**src/rtl/pingpong_pkg.sv**
```systemverilog
// rtl/pingpong_pkg.sv - shared paddle command, DPRAM word and writer FSM definitions
// Used by paddle_input_writer (producer) and the compute top (consumer) so both
// agree on the layout of the command word in the DPRAM slot.
package pingpong_pkg;

    localparam int PADDLE_SEQ_W = 6;

    // 2'b11 is deliberately unused: the writer never emits it.
    typedef enum logic [1:0] {
        NONE = 2'b00,
        UP   = 2'b01,
        DOWN = 2'b10
    } paddle_cmd_e;

    // DPRAM word layout: {cmd[1:0], seq[5:0]}
    typedef struct packed {
        paddle_cmd_e               cmd;
        logic [PADDLE_SEQ_W-1:0]   seq;
    } paddle_word_t;

    typedef enum logic [0:0] {
        WR_IDLE = 1'b0,
        WR_REQ  = 1'b1
    } wr_state_e;

    // Both buttons pressed cancel out to NONE.
    function automatic paddle_cmd_e encode_cmd(input logic up, input logic down);
        paddle_cmd_e c;
        case ({down, up})
            2'b01:   c = UP;
            2'b10:   c = DOWN;
            default: c = NONE;
        endcase
        return c;
    endfunction

endpackage

```
**src/rtl/paddle_input_writer_if.sv**
```systemverilog
// rtl/paddle_input_writer_if.sv - DPRAM write handshake bundle
// Signals:
//   wr_en   : write request, held until accepted (master -> slave)
//   wr_ack  : accept strobe; write happens where wr_en && wr_ack (slave -> master)
//   wr_addr : DPRAM word address (master -> slave)
//   wr_data : command word {cmd, seq} (master -> slave)
interface paddle_input_writer_if #(
    parameter int ADDR_W = 1
);
    logic              wr_en;
    logic              wr_ack;
    logic [ADDR_W-1:0] wr_addr;
    logic [7:0]        wr_data;

    modport master (
        output wr_en,
        output wr_addr,
        output wr_data,
        input  wr_ack
    );

    modport slave (
        input  wr_en,
        input  wr_addr,
        input  wr_data,
        output wr_ack
    );
endinterface

```
**src/rtl/pingpong_debounce.sv**
```systemverilog
// rtl/pingpong_debounce.sv - single-bit 2-flop synchronizer plus debouncer
// Ports:
//   clk, rst : clock, synchronous active-high reset
//   din      : raw asynchronous input
//   dout     : debounced level; changes after CYCLES consecutive samples differ
module pingpong_debounce #(
    parameter int CYCLES = 16
) (
    input  logic clk,
    input  logic rst,
    input  logic din,
    output logic dout
);

    localparam int CNT_W = (CYCLES > 1) ? $clog2(CYCLES) : 1;

    logic             sync1_q;
    logic             sync2_q;
    logic             level_q;
    logic [CNT_W-1:0] cnt_q;

    always_ff @(posedge clk) begin
        if (rst) begin
            sync1_q <= 1'b0;
            sync2_q <= 1'b0;
        end else begin
            sync1_q <= din;
            sync2_q <= sync1_q;
        end
    end

    // cnt_q holds how many consecutive mismatching samples were already seen;
    // the CYCLES-th mismatch flips the level. Any agreeing sample restarts.
    always_ff @(posedge clk) begin
        if (rst) begin
            level_q <= 1'b0;
            cnt_q   <= '0;
        end else if (sync2_q != level_q) begin
            if (cnt_q == CNT_W'(CYCLES - 1)) begin
                level_q <= sync2_q;
                cnt_q   <= '0;
            end else begin
                cnt_q   <= cnt_q + CNT_W'(1);
            end
        end else begin
            cnt_q <= '0;
        end
    end

    assign dout = level_q;

endmodule

```
**src/rtl/paddle_input_writer.sv**
```systemverilog
// rtl/paddle_input_writer.sv - paddle button encoder and DPRAM command writer
// Optional feature macro: PADDLE_DEBOUNCE_EN (debouncer on each button).
// Ports:
//   clk, rst   : clock, synchronous active-high reset
//   btn_up_i   : raw up button (async, active-high)
//   btn_down_i : raw down button (async, active-high)
//   frame_tick : one-cycle pulse requesting one command write
//   wr         : DPRAM write handshake (master side)
//   cmd        : current debounced paddle command
//   overrun    : sticky; a tick was dropped while a write was pending
module paddle_input_writer
    import pingpong_pkg::*;
#(
    parameter int BASE_ADDRESS    = 0,
    parameter int ADDR_W          = 1,
    parameter int DEBOUNCE_CYCLES = 16
) (
    input  logic                    clk,
    input  logic                    rst,
    input  logic                    btn_up_i,
    input  logic                    btn_down_i,
    input  logic                    frame_tick,
    paddle_input_writer_if.master   wr,
    output logic [1:0]              cmd,
    output logic                    overrun
);

    localparam logic [0:0] ST_IDLE = WR_IDLE;
    localparam logic [0:0] ST_REQ  = WR_REQ;

    logic                    up_lvl;
    logic                    down_lvl;
    paddle_cmd_e             cmd_enc;
    logic [0:0]              state_q;
    logic [PADDLE_SEQ_W-1:0] seq_q;
    logic [PADDLE_SEQ_W-1:0] seq_inc;
    paddle_word_t            word_q;
    logic                    overrun_q;
    logic                    take_tick;
    logic                    drop_tick;

`ifdef PADDLE_DEBOUNCE_EN
    pingpong_debounce #(.CYCLES(DEBOUNCE_CYCLES)) u_deb_up (
        .clk  (clk),
        .rst  (rst),
        .din  (btn_up_i),
        .dout (up_lvl)
    );

    pingpong_debounce #(.CYCLES(DEBOUNCE_CYCLES)) u_deb_down (
        .clk  (clk),
        .rst  (rst),
        .din  (btn_down_i),
        .dout (down_lvl)
    );
`else
    // Debounce bypassed: plain 2-flop synchronizers feed the encoder.
    localparam int unused_debounce_cycles = DEBOUNCE_CYCLES;

    logic [1:0] sync1_q;
    logic [1:0] sync2_q;

    always_ff @(posedge clk) begin
        if (rst) begin
            sync1_q <= 2'b00;
            sync2_q <= 2'b00;
        end else begin
            sync1_q <= {btn_down_i, btn_up_i};
            sync2_q <= sync1_q;
        end
    end

    assign up_lvl   = sync2_q[0];
    assign down_lvl = sync2_q[1];
`endif

    assign cmd_enc = encode_cmd(up_lvl, down_lvl);
    assign seq_inc = seq_q + PADDLE_SEQ_W'(1);

    // A tick is taken when idle, or when the pending write retires on this
    // same edge (back-to-back). Otherwise, while pending, it is dropped.
    assign take_tick = frame_tick && ((state_q == ST_IDLE) || wr.wr_ack);
    assign drop_tick = frame_tick && (state_q == ST_REQ) && !wr.wr_ack;

    always_ff @(posedge clk) begin
        if (rst) begin
            state_q   <= ST_IDLE;
            seq_q     <= '0;
            word_q    <= '0;
            overrun_q <= 1'b0;
        end else begin
            if (take_tick) begin
                word_q.cmd <= cmd_enc;
                word_q.seq <= seq_inc;
                seq_q      <= seq_inc;
                state_q    <= ST_REQ;
            end else if (state_q == ST_REQ && wr.wr_ack) begin
                state_q    <= ST_IDLE;
            end

            if (drop_tick) begin
                overrun_q <= 1'b1;
            end
        end
    end

    assign wr.wr_en   = (state_q == ST_REQ);
    assign wr.wr_addr = ADDR_W'(BASE_ADDRESS);
    assign wr.wr_data = word_q;
    assign cmd        = cmd_enc;
    assign overrun    = overrun_q;

endmodule

```
**src/flat_wrapper.sv**
```systemverilog
// flat-port wrapper written by rule: the top's interface ports become plain ports
module paddle_input_writer_flat import pingpong_pkg::*;
#(
    parameter int BASE_ADDRESS    = 0,
    parameter int ADDR_W          = 1,
    parameter int DEBOUNCE_CYCLES = 16
)
  (clk, rst, btn_up_i, btn_down_i, frame_tick, cmd, overrun, wr_wr_en, wr_wr_addr, wr_wr_data, wr_wr_ack);
  paddle_input_writer_if #(.ADDR_W(ADDR_W)) wr_i ();
  input  logic clk;
  input  logic rst;
  input  logic btn_up_i;
  input  logic btn_down_i;
  input  logic frame_tick;
  output logic [1:0] cmd;
  output logic overrun;
  output wire logic [$bits(wr_i.wr_en)-1:0] wr_wr_en;
  output wire logic [$bits(wr_i.wr_addr)-1:0] wr_wr_addr;
  output wire logic [$bits(wr_i.wr_data)-1:0] wr_wr_data;
  input wire logic [$bits(wr_i.wr_ack)-1:0] wr_wr_ack;
  assign wr_wr_en = wr_i.wr_en;
  assign wr_wr_addr = wr_i.wr_addr;
  assign wr_wr_data = wr_i.wr_data;
  assign wr_i.wr_ack = wr_wr_ack;
  paddle_input_writer #(.BASE_ADDRESS(BASE_ADDRESS), .ADDR_W(ADDR_W), .DEBOUNCE_CYCLES(DEBOUNCE_CYCLES)) u_core (.clk(clk), .rst(rst), .btn_up_i(btn_up_i), .btn_down_i(btn_down_i), .frame_tick(frame_tick), .wr(wr_i), .cmd(cmd), .overrun(overrun));
endmodule
```
**config.mk**
```make
export PLATFORM = sky130hd
export DESIGN_NAME = paddle_input_writer_flat
export DESIGN_NICKNAME = d
export VERILOG_FILES = /design/src/rtl/pingpong_pkg.sv /design/src/rtl/paddle_input_writer_if.sv /design/src/rtl/pingpong_debounce.sv /design/src/rtl/paddle_input_writer.sv /design/src/flat_wrapper.sv
export SDC_FILE = /design/constraint.sdc
export NUM_CORES = 1
export LEC_CHECK = 0
export CAP_MARGIN = 30
export CELL_PAD_IN_SITES_DETAIL_PLACEMENT = 1
export CELL_PAD_IN_SITES_GLOBAL_PLACEMENT = 1
export CORE_MARGIN = 3
export CORE_UTILIZATION = 31
export DETAILED_ROUTE_END_ITERATION = 6
export GPL_ROUTABILITY_DRIVEN = 0
export PLACE_DENSITY = 0.83
export REMOVE_ABC_BUFFERS = 1
export SLEW_MARGIN = 20
export SYNTH_ARGS = -nofsm -noshare
export SYNTH_HDL_FRONTEND = slang
export SYNTH_SLANG_ARGS = --single-unit
```
**constraint.sdc**
```tcl
create_clock -name clk -period 1.3 [get_ports clk]
set_input_delay 0.325 -clock clk [delete_from_list [all_inputs] [get_ports clk]]
set_output_delay 0.325 -clock clk [all_outputs]
set_load 0.005 [all_outputs]
```
==> run_results.csv <==
group,metric,value,unit
drt,drtAntennaViolNets,0,
timing,fin_crit_sh,95.1,%
cts,path_clk_slew,80,ps
timing,fin_skew,1.17,ps
setup_path,cpPeakStageDelay,370,ps
setup_path,reg2reg_to,"u_core.wr.wr_data[5]",
logic_synthesis,synthTopCellsByCount,"dfxtp_1 (14), nor2b_1 (9), a21oi_1 (7), nand3_1 (6)",
logic_synthesis,avgSynthCellArea,9.26,µm²
logic_synthesis,synth_top_area_cell,"dfxtp_1",
placement,dp_cells,110,
placement,dpl_worst_slack,-335,ps
drt,drc_errors,0,
worst_hold_path,min_path_type,"reg2reg",
logic_synthesis,synth_edf_count,0,
floorplan,dieHeight,49.0,µm
cts,cts_buffers,3,
logic_synthesis,yosysMostFrequentCell,"dfxtp_1",
drt,num_vias,565,
worst_hold_path,hold-path-endpoint,"u_core.sync2_q[1]",
setup_path,crit_fanout,2,
timing,min_period,1240,ps
setup_path,worstPathArrival,910,ps
global_routing,grt_usage,16.2,%
floorplan,die-area,0.00240,mm²
logic_synthesis,syn_area,574,µm²
layout,final.fill_count,204,
global_routing,grt_max_degree,12,
timing,drv_slew,0,
logic_synthesis,synth_top_area_share,48.8,%
cts,clk_latency,270,ps
placement,port_buffers,17,
drt,drt_iter0_markers,4,
logic_synthesis,ys_types,21,
run,cap_violations,0,
floorplan,chipWidth,49.0,µm
timing,hold_viol,0,
logic_synthesis,ys_seq_area_share,48.8,%
power,irDropWorstVdd,0.000577,V
cts,cts_tree,"yes",
power,powerDensity,942,mW/mm²
cts,h-tree-depth,1,
global_routing,antenna_found_initial,0,
layout,drive_gt1_share,45.2,%
setup_path,reg2regPathDepth,4,
drt,via_per_inst,4.83,
logic_synthesis,synth_area_leaders,"dfxtp_1 (49%), nor2b_1 (9.8%), a21oi_1 (6.1%)",
logic_synthesis,syn_inst,62,
floorplan,coreArea,0.00163,mm²
logic_synthesis,async_flop_share,0,%
layout,finalNetCount,101,
floorplan,num_io_pins,19,
setup_path,end_kind,"output pin",
timing,timing.fmax,809,MHz
layout,num_antenna_cells,0,
floorplan,start_util,35.3,%
setup_path,worst_setup_path_start_kind,"flop",
global_routing,grt_overflow_total,0,
placement,dp_hpwl,1080,µm
logic_synthesis,synth_ff_type,"dfxtp_1",
setup_path,slowest_stage,"dfxtp_2",
floorplan,rows,14,
timing,timing.hold.ws,451,ps
setup_path,cp.required,980,ps
timing,rsz0062_at_grt,"false",
cts,cts_sinks,14,
drt,drtPass1Iterations,2,
layout,instances_no_fill,117,
outcome,status,"finished clean",
timing,finalWorstSetupSlack,63.2,ps
worst_hold_path,whs_path_depth,1,
setup_path,criticalPathCategory,"reg2out",
cts,cts-root-buf,"clkbuf_4",
global_routing,grt_pass1_wl,2980,µm
drt,routedWlPerCell,14.5,µm
timing,finalSetupViolCount,0,
drt,drt-total-wl,1690,µm
global_routing,grt_pass1_vias,616,
setup_path,cp_cell_sequence,"nor2b_4, buf_2",
setup_path,r2r_slack,60,ps
logic_synthesis,yosysWarnings,0,
power,p_leak,0.419,nW
cts,clockBufferDepth,2,
layout,area_growth,61.7,%
logic_synthesis,ys_ff_latch,14,
setup_path,r2r-start,"u_core.wr.wr_data[0]",
timing,finalSetupTns,0,ps
worst_hold_path,hold_path_startpoint,"u_core.sync1_q[1]",
[per-stage QoR]
step / utilization [%] / instance area (µm²) / total power [W]
6_report: 57.0 / 928 / 0.000875
5_1_grt: 57.0 / 928 / 0.000929
4_1_cts: 57.0 / 928 / 0.000885
3_5_place_dp: 50.8 / 827 / 0.000574
3_3_place_gp: 50.8 / 827 / 0.000569
2_1_floorplan: - / 552 / 0.000495
[flip-flops by register name, summed over array words and instances, names as in the netlist]
name and flops:
u_core.wr.wr_data 8, u_core.sync1_q 2, u_core.sync2_q 2, u_core.overrun 1
u_core.wr.wr_en 1
[layout by cell type, fill, tap and decap left out, types with 2 or more instances in the layout]
| cell | netlist | final |
|---|---|---|
| nor3_2 | 0 | 2 |
| a21oi_1 | 7 | 6 |
| dlygate4sd2_1 | 0 | 12 |
| clkdlybuf4s50_1 | 0 | 3 |
| clkbuf_4 | 0 | 3 |
| nor2_1 | 4 | 4 |
| dfxtp_1 | 14 | 3 |
| nand3_1 | 6 | 6 |
| mux2_2 | 3 | 2 |
| dfxtp_4 | 0 | 2 |
| nor2b_1 | 9 | 7 |
| dfxtp_2 | 0 | 9 |
| buf_4 | 1 | 13 |
| nor2b_4 | 1 | 3 |
| o21ai_0 | 4 | 4 |
[logic make-up after synthesis]
family	count (synthesis)	share of synthesized area [%]
and+or+nand+nor	27	27.0
buffers and inverters	4	4.57
muxes	3	5.88
AOI/OAI and AO/OA	12	10.9
other	1	0.653
DFF	14	48.8
adders and majority gates	1	2.18
[report_power, final]
part           internal, W  switching [W]
registers         0.000444      0.0000143
logic            0.0000612      0.0000493
clock network     0.000170       0.000136
total             0.000675       0.000200
[layer usage]
metal	track usage [%]	wire length [µm]	share of wire, %
met1	18.2	672	40
met2	29.4	959	57
met3	3.98	59	3.5
met4	5.69	0	0
met5	0	0	0
[cell type report]
cell class / count / area [µm²] / share of cell area (%)
Timing Repair Buffer: 30 / 243 / 26.1
Multi-Input combinational cell: 44 / 317 / 34.1
Tap cell: 24 / 30.0 / 3.23
Sequential cell: 14 / 299 / 32.2
Clock buffer: 4 / 36.3 / 3.91
Inverter: 1 / 3.75 / 0.404
[worst max-delay path by stage]
stage / startpoint / endpoint / cells past startpoint
floorplan: u_core.wr.wr_data[0] / u_core.wr.wr_data[4] / 4
global placement: wr_wr_ack / u_core.wr.wr_data[3] / 4
detailed placement: wr_wr_ack / u_core.wr.wr_data[3] / 4
CTS: u_core.sync2_q[0] / cmd[0] / 2
global route: u_core.wr.wr_data[2] / u_core.wr.wr_data[5] / 5
finish: u_core.sync2_q[1] / cmd[1] / 2
[critical path: cells and delay by family, from the launching register on]
kind,cells,cell delay (ps)
AND/OR/NAND/NOR,1,160
flip-flops,1,370
buffers and inverters,1,120
[repair_timing]
item,CTS,global route
resized for setup,36,7
pin swaps,1,3
setup buffers,6,0
hold buffers,0,0
endpoints found under the setup margin,17,6
No activity file was read; power rests on OpenSTA's default activity.
